**config.mk**
```make
export PLATFORM = sky130hd
export DESIGN_NAME = instr_fetch
export DESIGN_NICKNAME = d
export VERILOG_FILES = /design/src/rtl/instr_fetch_pkg.sv /design/src/rtl/instr_fetch_fifo.sv /design/src/rtl/instr_fetch.sv
export SDC_FILE = /design/constraint.sdc
export NUM_CORES = 1
export LEC_CHECK = 0
export ABC_CLOCK_PERIOD_IN_PS = 7800
export CAP_MARGIN = 20
export CORE_MARGIN = 5
export CORE_UTILIZATION = 51
export DETAILED_ROUTE_END_ITERATION = 16
export MAX_ROUTING_LAYER = met4
export PLACE_DENSITY = 0.89
export SYNTH_ARGS = -nofsm -noshare
export SYNTH_HDL_FRONTEND = slang
export SYNTH_SLANG_ARGS = --single-unit
```
**constraint.sdc**
```tcl
create_clock -name clock -period 7.8 [get_ports clock]
set_input_delay 1.56 -clock clock [delete_from_list [all_inputs] [get_ports clock]]
set_output_delay 1.56 -clock clock [all_outputs]
set_load 0.1 [all_outputs]
```
**src/rtl/instr_fetch_pkg.sv**
```systemverilog
// Shared constants for the instruction fetch slice: field positions, state
// encodings, reset address and entry layout of the issue buffer.
package instr_fetch_pkg;

    localparam logic [31:0] DEFAULT_RESET_PC = 32'h0000_0000;

    localparam int INSTR_W = 32;
    localparam int ENTRY_W = 2 * INSTR_W;  // {pc, instr}

    localparam int OPCODE_LSB = 26;
    localparam int RS_LSB     = 21;
    localparam int RT_LSB     = 16;
    localparam int RD_LSB     = 11;
    localparam int SHAMT_LSB  = 6;
    localparam int FUNCT_LSB  = 0;
    localparam int IMM_LSB    = 0;

    typedef enum logic {
        S_REQ  = 1'b0,
        S_WAIT = 1'b1
    } fetch_state_t;

    function automatic logic [31:0] align_word(input logic [31:0] addr);
        return {addr[31:2], 2'b00};
    endfunction

endpackage

```
**src/rtl/instr_fetch_fifo.sv**
```systemverilog
// Two-entry issue buffer holding {pc, instr}; flush wins over push/pop.
module instr_fifo
    import instr_fetch_pkg::*;
#(
    parameter int DEPTH = 2
) (
    input  logic               clock,
    input  logic               reset_n,
    input  logic               push,
    input  logic [ENTRY_W-1:0] push_data,
    input  logic               pop,
    input  logic               flush,
    output logic [ENTRY_W-1:0] head_data,
    output logic [1:0]         count
);

    logic [ENTRY_W-1:0] mem [DEPTH];
    logic               rd_ptr;
    logic               wr_ptr;
    logic               do_push;
    logic               do_pop;

    assign do_pop    = pop && (count != 2'd0);
    assign do_push   = push && (count != 2'(DEPTH));
    assign head_data = mem[rd_ptr];

    always_ff @(posedge clock) begin
        if (!reset_n) begin
            rd_ptr <= 1'b0;
            wr_ptr <= 1'b0;
            count  <= 2'd0;
            for (int i = 0; i < DEPTH; i++) begin
                mem[i] <= '0;
            end
        end else if (flush) begin
            rd_ptr <= 1'b0;
            wr_ptr <= 1'b0;
            count  <= 2'd0;
        end else begin
            if (do_push) begin
                mem[wr_ptr] <= push_data;
                wr_ptr      <= ~wr_ptr;
            end
            if (do_pop) begin
                rd_ptr <= ~rd_ptr;
            end
            count <= count + {1'b0, do_push} - {1'b0, do_pop};
        end
    end

endmodule

```
**src/rtl/instr_fetch.sv**
```systemverilog
// Instruction fetch: one outstanding memory request, a 2-entry issue buffer,
// redirect handling with stale-response dropping, and field decode of the head.
module instr_fetch
    import instr_fetch_pkg::*;
#(
    parameter logic [31:0] RESET_PC = DEFAULT_RESET_PC,
    parameter int          DEPTH    = 2
) (
    input  logic         clock,
    input  logic         reset_n,
    output logic         imem_req_valid,
    input  logic         imem_req_ready,
    output logic [31:0]  imem_addr,
    input  logic         imem_rsp_valid,
    input  logic [31:0]  imem_rsp_data,
    input  logic         redirect_valid,
    input  logic [31:0]  redirect_pc,
    output logic         issue_valid,
    input  logic         issue_ready,
    output logic [5:0]   Opcode,
    output logic [5:0]   Funct,
    output logic [4:0]   rs,
    output logic [4:0]   rt,
    output logic [4:0]   rd,
    output logic [4:0]   shamt,
    output logic [15:0]  imm,
    output logic [31:0]  issue_pc,
    output fetch_state_t dbg_state
);

    // Handshakes: a transfer happens on a rising edge where valid && ready;
    // the producer holds its payload while valid && !ready, except that a
    // redirect may retarget a request that memory has not yet accepted.

    fetch_state_t       state_q, state_d;
    logic [31:0]        pc_q, pc_d;
    logic [31:0]        fetch_pc_q, fetch_pc_d;
    logic               drop_q, drop_d;
    logic               accept;
    logic               push;
    logic               pop;
    logic               flush;
    logic [1:0]         fifo_count;
    logic [ENTRY_W-1:0] head;
    logic [INSTR_W-1:0] instr;

    assign imem_req_valid = reset_n && (state_q == S_REQ) && !drop_q && (fifo_count <= 2'd1);
    assign imem_addr      = pc_q;
    assign accept         = imem_req_valid && imem_req_ready;
    assign issue_valid    = (fifo_count != 2'd0);
    assign pop            = issue_valid && issue_ready && !redirect_valid;
    assign dbg_state      = state_q;

    always_comb begin
        state_d    = state_q;
        pc_d       = pc_q;
        fetch_pc_d = fetch_pc_q;
        drop_d     = drop_q;
        push       = 1'b0;
        flush      = 1'b0;
        if (redirect_valid) begin
            flush   = 1'b1;
            pc_d    = align_word(redirect_pc);
            state_d = S_REQ;
            // Any request still in flight must have its response swallowed.
            drop_d  = accept || ((state_q == S_WAIT || drop_q) && !imem_rsp_valid);
        end else begin
            case (state_q)
                S_REQ: begin
                    if (drop_q && imem_rsp_valid) begin
                        drop_d = 1'b0;
                    end
                    if (accept) begin
                        state_d    = S_WAIT;
                        pc_d       = pc_q + 32'd4;
                        fetch_pc_d = pc_q;
                    end
                end
                S_WAIT: begin
                    if (imem_rsp_valid) begin
                        push    = 1'b1;
                        state_d = S_REQ;
                    end
                end
                default: state_d = S_REQ;
            endcase
        end
    end

    always_ff @(posedge clock) begin
        if (!reset_n) begin
            state_q    <= S_REQ;
            pc_q       <= RESET_PC;
            fetch_pc_q <= '0;
            drop_q     <= 1'b0;
        end else begin
            state_q    <= state_d;
            pc_q       <= pc_d;
            fetch_pc_q <= fetch_pc_d;
            drop_q     <= drop_d;
        end
    end

    instr_fifo #(.DEPTH(DEPTH)) u_fifo (
        .clock     (clock),
        .reset_n   (reset_n),
        .push      (push),
        .push_data ({fetch_pc_q, imem_rsp_data}),
        .pop       (pop),
        .flush     (flush),
        .head_data (head),
        .count     (fifo_count)
    );

    // Fields read as zero whenever the buffer is empty.
    assign instr    = issue_valid ? head[INSTR_W-1:0] : '0;
    assign issue_pc = issue_valid ? head[ENTRY_W-1:INSTR_W] : '0;
    assign Opcode   = instr[OPCODE_LSB +: 6];
    assign rs       = instr[RS_LSB +: 5];
    assign rt       = instr[RT_LSB +: 5];
    assign rd       = instr[RD_LSB +: 5];
    assign shamt    = instr[SHAMT_LSB +: 5];
    assign Funct    = instr[FUNCT_LSB +: 6];
    assign imm      = instr[IMM_LSB +: 16];

endmodule
```
After elaboration in Yosys (flattened, before gate mapping)
Memories as Yosys holds them, arrays and structs flattened. A register that Yosys moved wholly into a read port is not among the register bits.
Index checks and enable logic that the tools add are counted.
Widths: inputs -> output; s select.
{ "classes": {"n_mux": 25, "n_reduce_logical": 25, "bitwise": 5, "n_eq_ne": 2, "add_sub_neg": 3, "order_cmp": 1} }
{ "ops": {"columns": ["op", "n"], "rows": [
  ["$mux 32", 5],
  ["$mux 64", 1],
  ["$reduce_or 64->1", 1],
  ["$add 32x3->32 const B", 1],
  ["$mux 1", 18],
  ["$logic_and 1x1->1", 10],
  ["$reduce_and 2->1", 3],
  ["$reduce_bool 2->1", 3],
  ["$not 1->1", 5],
  ["$ne 2x2->1 const B", 2],
  ["$reduce_or 2->1", 2],
  ["$logic_not 1->1", 3],
  ["$reduce_and 3->1", 1],
  ["$add 2x1->2", 1],
  ["$le 2x1->1 const B", 1],
  ["$logic_or 1x1->1", 2],
  ["$pmux 1 s2", 1],
  ["$sub 2x1->2", 1]
]} }
{ "totals": {"memories": 1, "input_bits": 70, "ff_bits": 70, "output_inout_bits": 115, "ram_bits": 128, "word_cells": 70} }
{ "mem_list": {"columns": ["memory", "words", "word_bits", "rd", "rd_clocked_by_memory_dff", "wr", "line", "source"], "rows": [
  ["u_fifo.mem", 2, 64, 1, 1, 2, "instr_fetch_fifo.sv:17", "logic [ENTRY_W-1:0] mem [DEPTH];"]
]} }

Longest topological paths before layout
Gate-level depths: netlist (run 1).
{ "logic_depth": {"word_depth": 10, "mapped_depth": 10, "depth_no_buf": 10} }

Hierarchy
From an unflattened synthesis (run 1), not the netlist that was laid out.
{ "unflattened": {"hier_cells": 825, "hier_area_um2": 9330.2} }
{ "by_module_without_submodules": {"columns": ["module", "n_inst", "area_each_um2", "cells_per_inst", "seq_area_each_um2"], "rows": [
  ["instr_fifo", 1, 5796.8, 368, 3943.8],
  ["instr_fetch", 1, 3533.4, 457, 1241.2]
]} }

Worst setup path before layout (run 1)
No wires, ideal clock.
{ "synth_timing": {"path_type": "input -> register", "start": "input port redirect_valid", "end": "memory u_fifo.mem[0][0] in the netlist's numbering, enable pin", "slack_ns": 0.657, "t_arrival_ns": 6.570, "required_ns": 7.226, "path_stages": 3, "setup_ns": 0.574, "path_buffers": 2, "cell_sequence": "clkbuf_1 clkbuf_1 o31ai_1"} }
{ "synth_rtl": {"columns": ["element", "line", "source"], "rows": [
  ["from (decl)", "instr_fetch.sv:16", "input logic redirect_valid,"],
  ["to (decl)", "instr_fetch_fifo.sv:17", null]
]} }

Worst setup path in the final report (run 1)
{ "layout_timing": {"start": "input port reset_n", "end": "output port imem_req_valid"} }
{ "layout_between": {"elab_chain_len": 3} }
{ "layout_lines": {"columns": ["element", "line", "source"], "rows": [
  ["from (decl)", "instr_fetch.sv:10", "input logic reset_n,"],
  ["$logic_and 1x1->1 (3 in a row)", "instr_fetch.sv:47", "assign imem_req_valid = reset_n && (state_q == S_REQ) && !drop_q && (fifo_count <= 2'd1);"],
  ["to (decl)", "instr_fetch.sv:11", "output logic imem_req_valid,"]
]} }
No other way between the ends.

==> results.md, run 1 <==
- Largest net degree at the start of global routing: 67
- Final Power: 2.19 mW
- Yosys reg bits: 191
- Remaining antenna violation count: 0
- Run status: complete, no violations
- DRC Markers: 0
- Final TNS setup: 0 ns
- Final min period: between 5 and 6 ns
- Synthesized area: 8770 um2
- Final hold violation count: 0
- Initial cell density of the core: between 50% and 60%
- Clock latency on the worst-skew pair: around 0.43 ns
- Unrepaired setup endpoints after global routing: no
- All-Layer GR Usage: 21.3%
- Maximum vdd drop: 164 uV
- Die ar.: about 20000 um2
- DRT Wirelength: 20400 um
- Postcts setup bufs: 0
- Die W: 141 um
- Worst-margin pin slew: roughly 1.1 ns
- Final GP Congestion: between 0.8 and 0.9
- Seq/Total Area, Yosys: 57.7%
- Vias per cell: 5.34
- Vias in the first global route: about 6.4k
- Global-route wire length before repair: between 30000 and 40000 um
- Crit path capture type: primary output
- Avg Inst Size Synth: 10.7 um2
- Core area: 17100 um2
- CP Max Fanout: between 60 and 70
- Fill cells: roughly 1.3k
- Total CTS buffers: 17
- Layout Skew: 0.00454 ns
- Critical path class: in2out
- Die height: approximately 140 um
- YS warnings: 0
- Commonest cells after routing, fill and taps aside: 177 x clkdlybuf4s50_1, 124 x edfxtp_1, 90 x nand2_1
- Antenna Cells: 0
- WL/cell: 17.1 um
- Final #Nets: about 1k
- Hold-fix buffers, CTS: 0
- P_leak: about 4.0 nW
- Vias: 6371
- Period utilization: 74.2%
- Crit path required time: 6.24 ns
- Setup violators final: 0
- Hold Crit Class: reg2reg
- Resized Gates After CTS: 0
- Global route overflow: 0
- Max-capacitance violation count: 0
- Worst EP arrival: about 4.2 ns
- Count of cell types in the netlist: 38
- Post-DP HPWL: roughly 13000 um
- Max clock buf depth: 2
- Slew margin rel.: just under 30%
- Ports: 185
- CTS tree: done
- Layout cells sized above 1: ~5.1%
- Buffers on Ports: 178
- Layout area overhead: 27.4%
- Max Fclk: approximately 170 MHz
- H-tree depth: 4
- Initial antenna violation count: 0
- CTS Sinks: between 150 and 200
- Syn Inst Count: 819
- Rows: 48
- Critical Path Start Type: primary input
- First drt pass iteration count: 4
- Reg clk slew, reported paths: 0.07 ns
- Max-slew violation count: 0
- Starting DRT DRC Count: 373
- Cell area power density: 196 nW/um2
- Commonest non-fill, non-tap cell in the layout: clkdlybuf4s50_1
- Root Buffer Master: clkbuf_16
==> report_power, final <==
| group | switching (mW) | internal, mW | leakage (nW) |
|---|---|---|---|
| combinational | 0.162 | 0.0759 | 1.91 |
| clock | 0.372 | 0.443 | 0.267 |
| sequential | 0.0297 | 1.11 | 1.83 |
| total | 0.564 | 1.63 | 4.00 |
==> layer usage <==
layer / GRT usage, % / wire length [um] / vias to the layer above
met5: - / 0 / -
met4: 6.27 / 203 / 0
met3: 4.44 / 1320 / 19
met2: 35.3 / 10200 / 241
met1: 26.6 / 8660 / 3003
li1: - / - / 3108
==> cell families after synthesis <==
kind of cell | Yosys count | share of synthesized area (%)
simple gates | 354 | 20.5
xor+xnor | 32 | 3.19
fa+ha+maj | 3 | 0.428
flops | 191 | 57.7
mux | 64 | 7.30
buf+inv | 83 | 4.42
compound gates | 91 | 6.39
other cells | 1 | 0.0427
==> worst max-delay path, stage by stage <==
cell	delay, ns
buf_2	0.71
or4b_1	0.61
inv_1	0.16
clkdlybuf4s50_1	1.18
==> stage by stage <==
step / utilization (%) / setup WS, ns / cell area [um2] / std cells / hold WS (ns)
6_report: 65.3 / 2.01 / 11200 / 1192 / 0.475
5_1_grt: 65.3 / 1.88 / 11200 / 1192 / 0.496
4_1_cts: 65.2 / 2.00 / 11200 / 1191 / 0.478
3_5_place_dp: 62.0 / 2.00 / 10600 / 1159 / 0.468
3_3_place_gp: 61.8 / 2.03 / 10600 / 1158 / 0.459
2_1_floorplan: - / 0.657 / 8780 / 822 / 0.447
==> final cells by class <==
| class | instances | area [um2] | share of cell area (%) |
|---|---|---|---|
| timing repair buffer | 187 | 1880 | 16.8 |
| sequential | 191 | 5070 | 45.3 |
| multi-input combinational | 548 | 3370 | 30.1 |
| tap | 225 | 282 | 2.52 |
| clock buffer | 20 | 437 | 3.91 |
| inverter | 9 | 33.8 | 0.302 |
| clock inverter | 12 | 113 | 1.01 |
==> cell usage after synthesis <==
| cell type | number | area [um2] |
|---|---|---|
| a21oi_1 | 21 | 105 |
| xnor2_1 | 23 | 201 |
| buf_2 | 1 | 5.00 |
| and4_1 | 4 | 35.0 |
| o31ai_1 | 1 | 7.51 |
| or4_1 | 1 | 7.51 |
| xor2_1 | 9 | 78.8 |
| nor3_1 | 9 | 45.0 |
| nor2_1 | 79 | 297 |
| o211ai_1 | 1 | 7.51 |
| dfxtp_1 | 67 | 1340 |
| or3_1 | 1 | 6.26 |
| buf_4 | 20 | 150 |
| ha_1 | 3 | 37.5 |
| a21boi_0 | 30 | 225 |
| nand3_1 | 12 | 60.1 |
| or4_4 | 1 | 11.3 |
| edfxtp_1 | 124 | 3720 |
| nor4_1 | 7 | 43.8 |
| and2_1 | 65 | 407 |
| o2bb2ai_1 | 1 | 8.76 |
| o21ba_2 | 1 | 10.0 |
| and3_1 | 68 | 425 |
| conb_1 | 1 | 3.75 |
| nand2_1 | 91 | 342 |
| o211a_1 | 2 | 20.0 |
| nand2b_1 | 1 | 6.26 |
| nor2b_1 | 2 | 12.5 |
| or4b_1 | 1 | 10.0 |
| mux2i_1 | 64 | 641 |
| o311ai_0 | 1 | 8.76 |
| inv_1 | 9 | 33.8 |
| buf_1 | 1 | 3.75 |
| nand4_1 | 11 | 68.8 |
| a22oi_1 | 1 | 7.51 |
| o21ai_0 | 32 | 160 |
| nor4_4 | 1 | 21.3 |
| clkbuf_1 | 52 | 195 |
==> state kept, by name (all words and copies together) (netlist names), named ones only <==
name	flops
drop_q	1
fetch_pc_q	30
u_fifo.wr_ptr	1
dbg_state	1
imem_addr	30
u_fifo.rd_ptr	1
u_fifo.mem	124
u_fifo.count	2
==> final timing paths <==
path,from,endpoint,slack [ns],cells after the start
setup / recovery,reset_n,imem_req_valid,2.01,4
hold / removal,fetch_pc_q[25],fetch_pc_q[25],0.47,2
setup reg to reg,u_fifo.count[1],u_fifo.mem[1][7],5.04,7
hold reg to reg,fetch_pc_q[25],fetch_pc_q[25],0.47,2
Power figures use the tool's default switching activity.
==> run 2, diff against run 1 <==
ABC_CLOCK_PERIOD_IN_PS = 5270   (was 7800)
CORE_UTILIZATION = 46   (was 51)
PLACE_DENSITY = 0.85   (was 0.89)
clock period = 5.27 ns   (was 7.8 ns; I/O delays follow)
==> results.md, run 2 (synthesis gave the netlist of run 1 again) <==
- Period utilization: approximately three quarters
- WL/cell: 17.3 um
- DRT Wirelength: 20900 um
- Reg clk slew, reported paths: 0.07 ns
- Unrepaired setup endpoints after global routing: no
- Layout Cells excl Fill: 1204
- Buffers on Ports: 178
- R2R depth: 6
- Top reg by flops: u_fifo.mem
- Hold slack final: 0.482 ns
- Final min period: 3.96 ns
- Postcts setup bufs: 0
- All-Layer GR Usage: between 10% and 20%
- Max incr delay on CP: 1.18 ns
- Max reg flops: between 100 and 150
- Die height: 148 um
- First drt pass iteration count: 4
- Vias in the first global route: 6511
- Hold_sp: fetch_pc_q[18]
- Final core utilization: 59.8%
- R2R setup slack: 2.83 ns
- Root Buffer Master: clkbuf_16
- Core area: ~19000 um2
- Max-slew violation count: 0
- Maximum vdd drop: 215 uV
- Setup violators final: 0
- CTS Sinks: 191
- Crit path required time: 4.22 ns
- Layout area overhead: 27.9%
- Max clock buf depth: 2
- Commonest non-fill, non-tap cell in the layout: clkdlybuf4s50_1
- Final hold violation count: 0
- Slew margin rel.: between 20% and 30%
- Global-route wire length before repair: between 30000 and 40000 um
- Final #Nets: 1030
- Commonest cells after routing, fill and taps aside: 176 x clkdlybuf4s50_1, 124 x edfxtp_1, 90 x nand2_1
- Post-Place Cells: around 1.2k
- CP Max Fanout: 36
- Total CTS buffers: 17
- Critical path class: reg2out
- P_leak: 4.02 nW
- Reg2reg end: u_fifo.mem[1][5]
- Resized Gates After CTS: 0
- Initial cell density of the core: about 47%
- Clock latency on the worst-skew pair: 0.43 ns
- CP cell instances: buf_12 > mux2i_1 > nor2_1 > clkdlybuf4s50_1
- DRC Markers: 0
- Layout Skew: 0.00920 ns
- Ports: 185
- Fill cells: 1533
- WHS Endpoint: fetch_pc_q[18]
- Hold Crit Class: reg2reg
- Critical Path Start Type: flip-flop
- FF-to-FF Start: u_fifo.count[1]
- Crit path capture type: primary output
- Cell area power density: between 200 and 300 nW/um2
- Final TNS setup: 0 ns
- Global route overflow: 0
- Remaining antenna violation count: 0
- Largest net degree at the start of global routing: 67
- Layout cells sized above 1: 5.67%
- Vias: 6429
- Worst EP arrival: 2.91 ns
- Post-DP Area: 10700 um2
- Post-DP HPWL: 13700 um
- H-tree depth: 4
- Hold-fix buffers, CTS: 0
- CTS tree: done
- Initial antenna violation count: 0
- Final GP Congestion: 0.886
- Worst-margin pin slew: approximately 1.1 ns
- Antenna Cells: 0
- Rows: 50
- Starting DRT DRC Count: a little under 400
- Run status: complete, no violations
- Die ar.: approximately 22000 um2
- Vias per cell: 5.34
- Final instance area: 11200 um2
- Max Fclk: 252 MHz
- Max-capacitance violation count: 0
- Critical-path top delay cell: clkdlybuf4s50_1
- Hold Crit Depth: 2
- Die W: 148 um
run 2: per-layer routing:
metal | GRT usage (%) | part of all wire (%) | vias up
li1 | - | - | 3130
met1 | 25.8 | 44 | 3015
met2 | 32.3 | 48 | 254
met3 | 3.05 | 6.1 | 30
met4 | 5.87 | 2.0 | 0
met5 | - | 0 | -
run 2: through the flow:
| step | setup slack (ns) | power, mW |
|---|---|---|
| 2_1_floorplan | 0.575 | 1.95 |
| 3_3_place_gp | 1.38 | 2.07 |
| 3_5_place_dp | 1.37 | 2.08 |
| 4_1_cts | 1.27 | 3.28 |
| 5_1_grt | 1.17 | 3.36 |
| 6_report | 1.31 | 3.25 |
run 2: worst max path at each step:
stage	endpoint	slack [ns]	start
global placement	imem_req_valid	1.38	reset_n
global route	Funct[1]	1.17	flip-flop
CTS	imm[5]	1.27	flip-flop
detailed placement	imem_req_valid	1.37	reset_n
floorplan	u_fifo.mem[0][0]	0.58	redirect_valid
finish	imm[5]	1.31	flip-flop
run 2: critical path, delay by kind of cell (launching register included):
kind                   cells  cell delay (ns)
buffers and inverters      2             1.51
multiplexers               1             0.13
AND/OR/NAND/NOR            1             0.15
flip-flops                 1             0.66
run 2: layout make-up:
cell class	count	area [um2]	share of cell area (%)
Tap cell	234	293	2.61
Clock inverter	14	119	1.06
Sequential cell	191	5070	45.2
Clock buffer	18	429	3.82
Multi-Input combinational cell	548	3370	30.0
Timing Repair Buffer	190	1910	17.0
Inverter	9	33.8	0.301
run 2: where the power goes:
part           leakage (nW)  internal, mW  switching [mW]
registers              1.83          1.64          0.0462
clock network         0.270         0.620           0.587
logic                  1.93         0.113           0.241
total                  4.02          2.38           0.874
==> run 3, diff against run 2 <==
ABC_CLOCK_PERIOD_IN_PS = 3400   (was 5270)
clock period = 3.4 ns   (was 5.27 ns; I/O delays follow)
==> results.md, run 3 (synthesis gave the netlist of run 1 again) <==
- Max-slew violation count: 0
- Crit path buf inv count: 2
- H-tree depth: 4
- CP cell instances: buf_4 > mux2i_1 > nor2_2 > buf_4
- CP Max Fanout: 30
- Global route overflow: 0
- Commonest non-fill, non-tap cell in the layout: edfxtp_1
- DRC Markers: 0
- Run status: complete, no violations
- Vias per cell: 5.26
- Commonest cells after routing, fill and taps aside: 124 x edfxtp_1, 120 x buf_4, 90 x nand2_1
- Final min period: around 2.8 ns
- Final instance area: about 11000 um2
- Post-DP Area: roughly 10000 um2
- Final hold violation count: 0
- Vias: 6347
- Worst-margin pin slew: 0.747 ns
- Layout area overhead: 26.2%
- Critical path class: reg2out
- Top reg by flops: u_fifo.mem
- Ports: about 190
- Hold-fix buffers, CTS: 0
- Max incr delay on CP: 0.72 ns
- Setup violators final: 0
- Reg clk slew, reported paths: 0.06 ns
- Die ar.: about 22000 um2
- Hold Crit Class: reg2reg
- Final worst setup slack: between 0.6 and 0.7 ns
- Max reg flops: 124
- Initial cell density of the core: between 40% and 50%
- Final core utilization: 59.0%
- Final TNS setup: 0 ns
- Slew margin rel.: 50.0%
- Fill cells: roughly 1.6k
- Maximum vdd drop: 355 uV
- Total CTS buffers: 17
- Final GP Congestion: 0.862
- Post-DP HPWL: approximately 14000 um
- Starting DRT DRC Count: 366
- Hold Crit Depth: 2
- Period utilization: roughly 80%
- Unrepaired setup endpoints after global routing: no
- Resized Gates After CTS: 0
- Final #Nets: 1033
- Crit path required time: between 2 and 3 ns
- First drt pass iteration count: 4
- Initial antenna violation count: 0
- Largest net degree at the start of global routing: between 60 and 70
- Crit path capture type: primary output
- R2R depth: 5
- Critical Path Start Type: flip-flop
- All-Layer GR Usage: 19.4%
- Clock latency on the worst-skew pair: between 0.4 and 0.5 ns
- Top cell by count, worst path: buf_4
- Cell area power density: 463 nW/um2
- Critical-path top delay cell: dfxtp_4
- Root Buffer Master: clkbuf_16
- Antenna Cells: 0
- Layout Skew: 0.00809 ns
- Max Fclk: around 360 MHz
- DRT Wirelength: 20800 um
- Crit. path cell count: 4
- CTS Sinks: 191
- Die W: 148 um
- P_leak: 4.27 nW
- Remaining antenna violation count: 0
- Die height: approximately 150 um
- Max-capacitance violation count: 0
- Vias in the first global route: 6433
- WL/cell: 17.2 um
- Postcts setup bufs: 0
- CTS tree: done
- Setup Slack @ Placement: about 0.73 ns
- Layout cells sized above 1: a little under a fifth
- Top delay family on crit path: flip-flops
- Worst EP arrival: 2.10 ns
- Global-route wire length before repair: 33100 um
- Max clock buf depth: 2
- Rows: 50
- Buffers on Ports: about 180
- Hold slack final: roughly 0.47 ns
- Core area: 18800 um2
## run 3: where the power goes
| group | internal [mW] | total (mW) | switching [mW] |
|---|---|---|---|
| Combinational | 0.171 | 0.547 | 0.376 |
| Sequential | 2.55 | 2.62 | 0.0716 |
| Clock | 1.13 | 1.95 | 0.822 |
| Total | 3.85 | 5.12 | 1.27 |
## run 3: worst min-delay path, cell delays in order, from the launching register on
cell and delay [ns]:
dfxtp_1 0.31, nand2_1 0.05, a21boi_0 0.06
## run 3: worst paths after layout
kind	from	endpoint	slack (ns)
setup / recovery	flip-flop	rd[2]	0.62
hold / removal	fetch_pc_q[26]	fetch_pc_q[26]	0.47
setup reg to reg	u_fifo.count[1]	imem_addr[22]	1.15
hold reg to reg	fetch_pc_q[26]	fetch_pc_q[26]	0.47
## run 3: stage by stage
| stage | cells | total power, mW |
|---|---|---|
| floorplan | 822 | 3.02 |
| global placement | 1174 | 3.21 |
| detailed placement | 1174 | 3.22 |
| CTS | 1206 | 5.16 |
| global route | 1207 | 5.31 |
| finish | 1207 | 5.12 |
## run 3: final cells by class
type	instances	area, um2	share of cell area [%]
clock inverters	9	106	0.961
flip-flops and latches	191	5070	45.8
inverters	9	33.8	0.305
repair buffers	193	1690	15.2
well taps	234	293	2.65
clock buffers	23	469	4.24
multi-input cells	548	3410	30.8
## run 3: layer usage
metal / GRT usage (%) / vias to the layer above / wire [um]
li1: - / 3120 / -
met1: 24.8 / 2964 / 9220
met2: 31.8 / 238 / 9920
met3: 3.35 / 25 / 1310
met4: 6.37 / 0 / 357
met5: - / - / 0
==> RTL edit, RTL diff (flow settings as in run 2) <==
Put one more register stage on the output `dbg_state`. The value now appears one clock later. The other outputs are not delayed to match.
--- a/src/rtl/instr_fetch.sv
+++ b/src/rtl/instr_fetch.sv
@@ -51,3 +51,5 @@
     assign pop            = issue_valid && issue_ready && !redirect_valid;
-    assign dbg_state      = state_q;
+    always_ff @(posedge clock) begin
+        dbg_state <= state_q;
+    end
 
Behaviour: not the same (Yosys sat finds a counterexample within 4 cycles, from zero or initial values and one cycle with reset_n low).
==> RTL edit against run 2 <==
First-iteration DRC count grew 2.0%; die area grew 0.21%; sequential cell count grew 1; hold slack lost 0.054 ns; area after synthesis grew 0.23%; routed wire length shrank 0.53%; clock power grew 16%; setup slack lost 0.20 ns; power grew 6.2%; cell area grew 1.1%; sequential share of layout area shrank 0.30 points; clock skew shrank 0.0035 ns; largest power group unchanged; highest routed layer unchanged.
==> RTL edit: results <==
[synthesis]
yosys_warnings = 0
syn_inst = 820
postSynth.asyncResetShare_pct = 0
ys_seq_area_share_pct = 57.8
ys_types = 38
synth-edff-count = 124
ys_top_cells_by_area = "edfxtp_1 (42%), dfxtp_1 (15%), mux2i_1 (7.3%), and3_1 (4.8%), and2_1 (4.6%)"
synth_common_cells = "edfxtp_1 (124), nand2_1 (91), nor2_1 (79), and3_1 (68), dfxtp_1 (68)"

[critical_path]
crit_fanout = 57
cp.arrival_ns = 3.10

[detailed_routing]
dr.pass1.iters = 5
wirelength_mm = 20.7
vias = 6402
drc_errors = 0
drtIter0Drc = 400

[clock_tree]
cts_resized = 0
htreeDepth = 4
path_clk_slew_ns = 0.07
insertion_delay_ns = 0.42
clockBufferDepth = 2
numCtsBuffers = 17
post_cts_buffers = 0
root_buffer = "clkbuf_16"

[grt]
antenna_found_initial = 0
grt_pass1_vias = 6488
grt_start_max_net_pins = 67
grt_usage_pct = 19.6
grt_first_pass_wirelength_mm = 33.4

[timing]
slew_headroom_pct = 28.4
skew_ns = 0.00569

[min_path]
min_path_type = "flop to flop"

[status]
status = "finished, final reports clean"

[placement]
portBuffers = 178
pre_cts_ws_ns = 1.35
hpwl_mm = 13.6
place.gp.congestion = 0.872
place_area_um2 = 10700

[layout]
drive_gt1_share_pct = 5.76
num_antenna_cells = 0
nets = 1032
n_fill_cell = 1515
largest_register_ffs = 124
final_cells = 1206
top_register = "u_fifo.mem"

[power_and_ir_drop]
peakVddDrop_mv = 0.229
power.leakage_uw = 0.00409
## RTL edit: cell types whose count changed after synthesis
cell and change:
dfxtp_1 +1
## RTL edit: worst max-delay path: stages, from the launching register on
cell	delay (ns)
dfxtp_4	0.99
mux2i_1	0.25
nor2_1	0.18
clkdlybuf4s50_1	1.17
## RTL edit: metal layers
metal	vias to the layer above	track usage (%)	share of wire (%)
li1	3128	-	-
met1	3032	25.2	44
met2	221	31.9	48
met3	21	4.02	6.2
met4	0	5.40	1.3
met5	-	-	0
## RTL edit: final timing paths
kind,from,endpoint,slack [ns],depth (start not counted)
setup reg to reg,u_fifo.count[1],u_fifo.count[1],2.89,10
hold reg to reg,state_q,dbg_state,0.43,0
setup / recovery,flop,imm[12],1.11,3
hold / removal,state_q,dbg_state,0.43,0
## RTL edit: metrics by stage
stage	util, %	hold slack [ns]
floorplan	-	0.374
global placement	56.7	0.402
detailed placement	56.8	0.410
CTS	60.3	0.419
global route	60.4	0.426
finish	60.4	0.428
## RTL edit: final cells by class
| cell class | instances | area [um2] | area share [%] |
|---|---|---|---|
| clock buffers | 21 | 493 | 4.35 |
| clock inverters | 11 | 160 | 1.41 |
| inverters | 9 | 33.8 | 0.298 |
| multi-input cells | 548 | 3370 | 29.7 |
| flip-flops and latches | 192 | 5090 | 44.9 |
| well taps | 234 | 293 | 2.58 |
| repair buffers | 191 | 1900 | 16.8 |
## RTL edit: cells by family (layout without fill, tap and decap cells)
kind of cell / count (synthesis) / count (layout) / share of synthesized area [%]
xor+xnor: 32 / 32 / 3.19
buf+inv: 83 / 232 / 4.41
mux: 64 / 64 / 7.29
compound gates: 91 / 91 / 6.37
other cells: 1 / 4 / 0.0426
flops: 192 / 192 / 57.8
simple gates: 354 / 354 / 20.4
fa+ha+maj: 3 / 3 / 0.427
## RTL edit: report_power, final
part	leakage (uW)	internal, uW	switching (uW)
sequential	0.00184	1650	45.1
clock	0.000319	830	572
combinational	0.00193	113	241
total	0.00409	2590	858
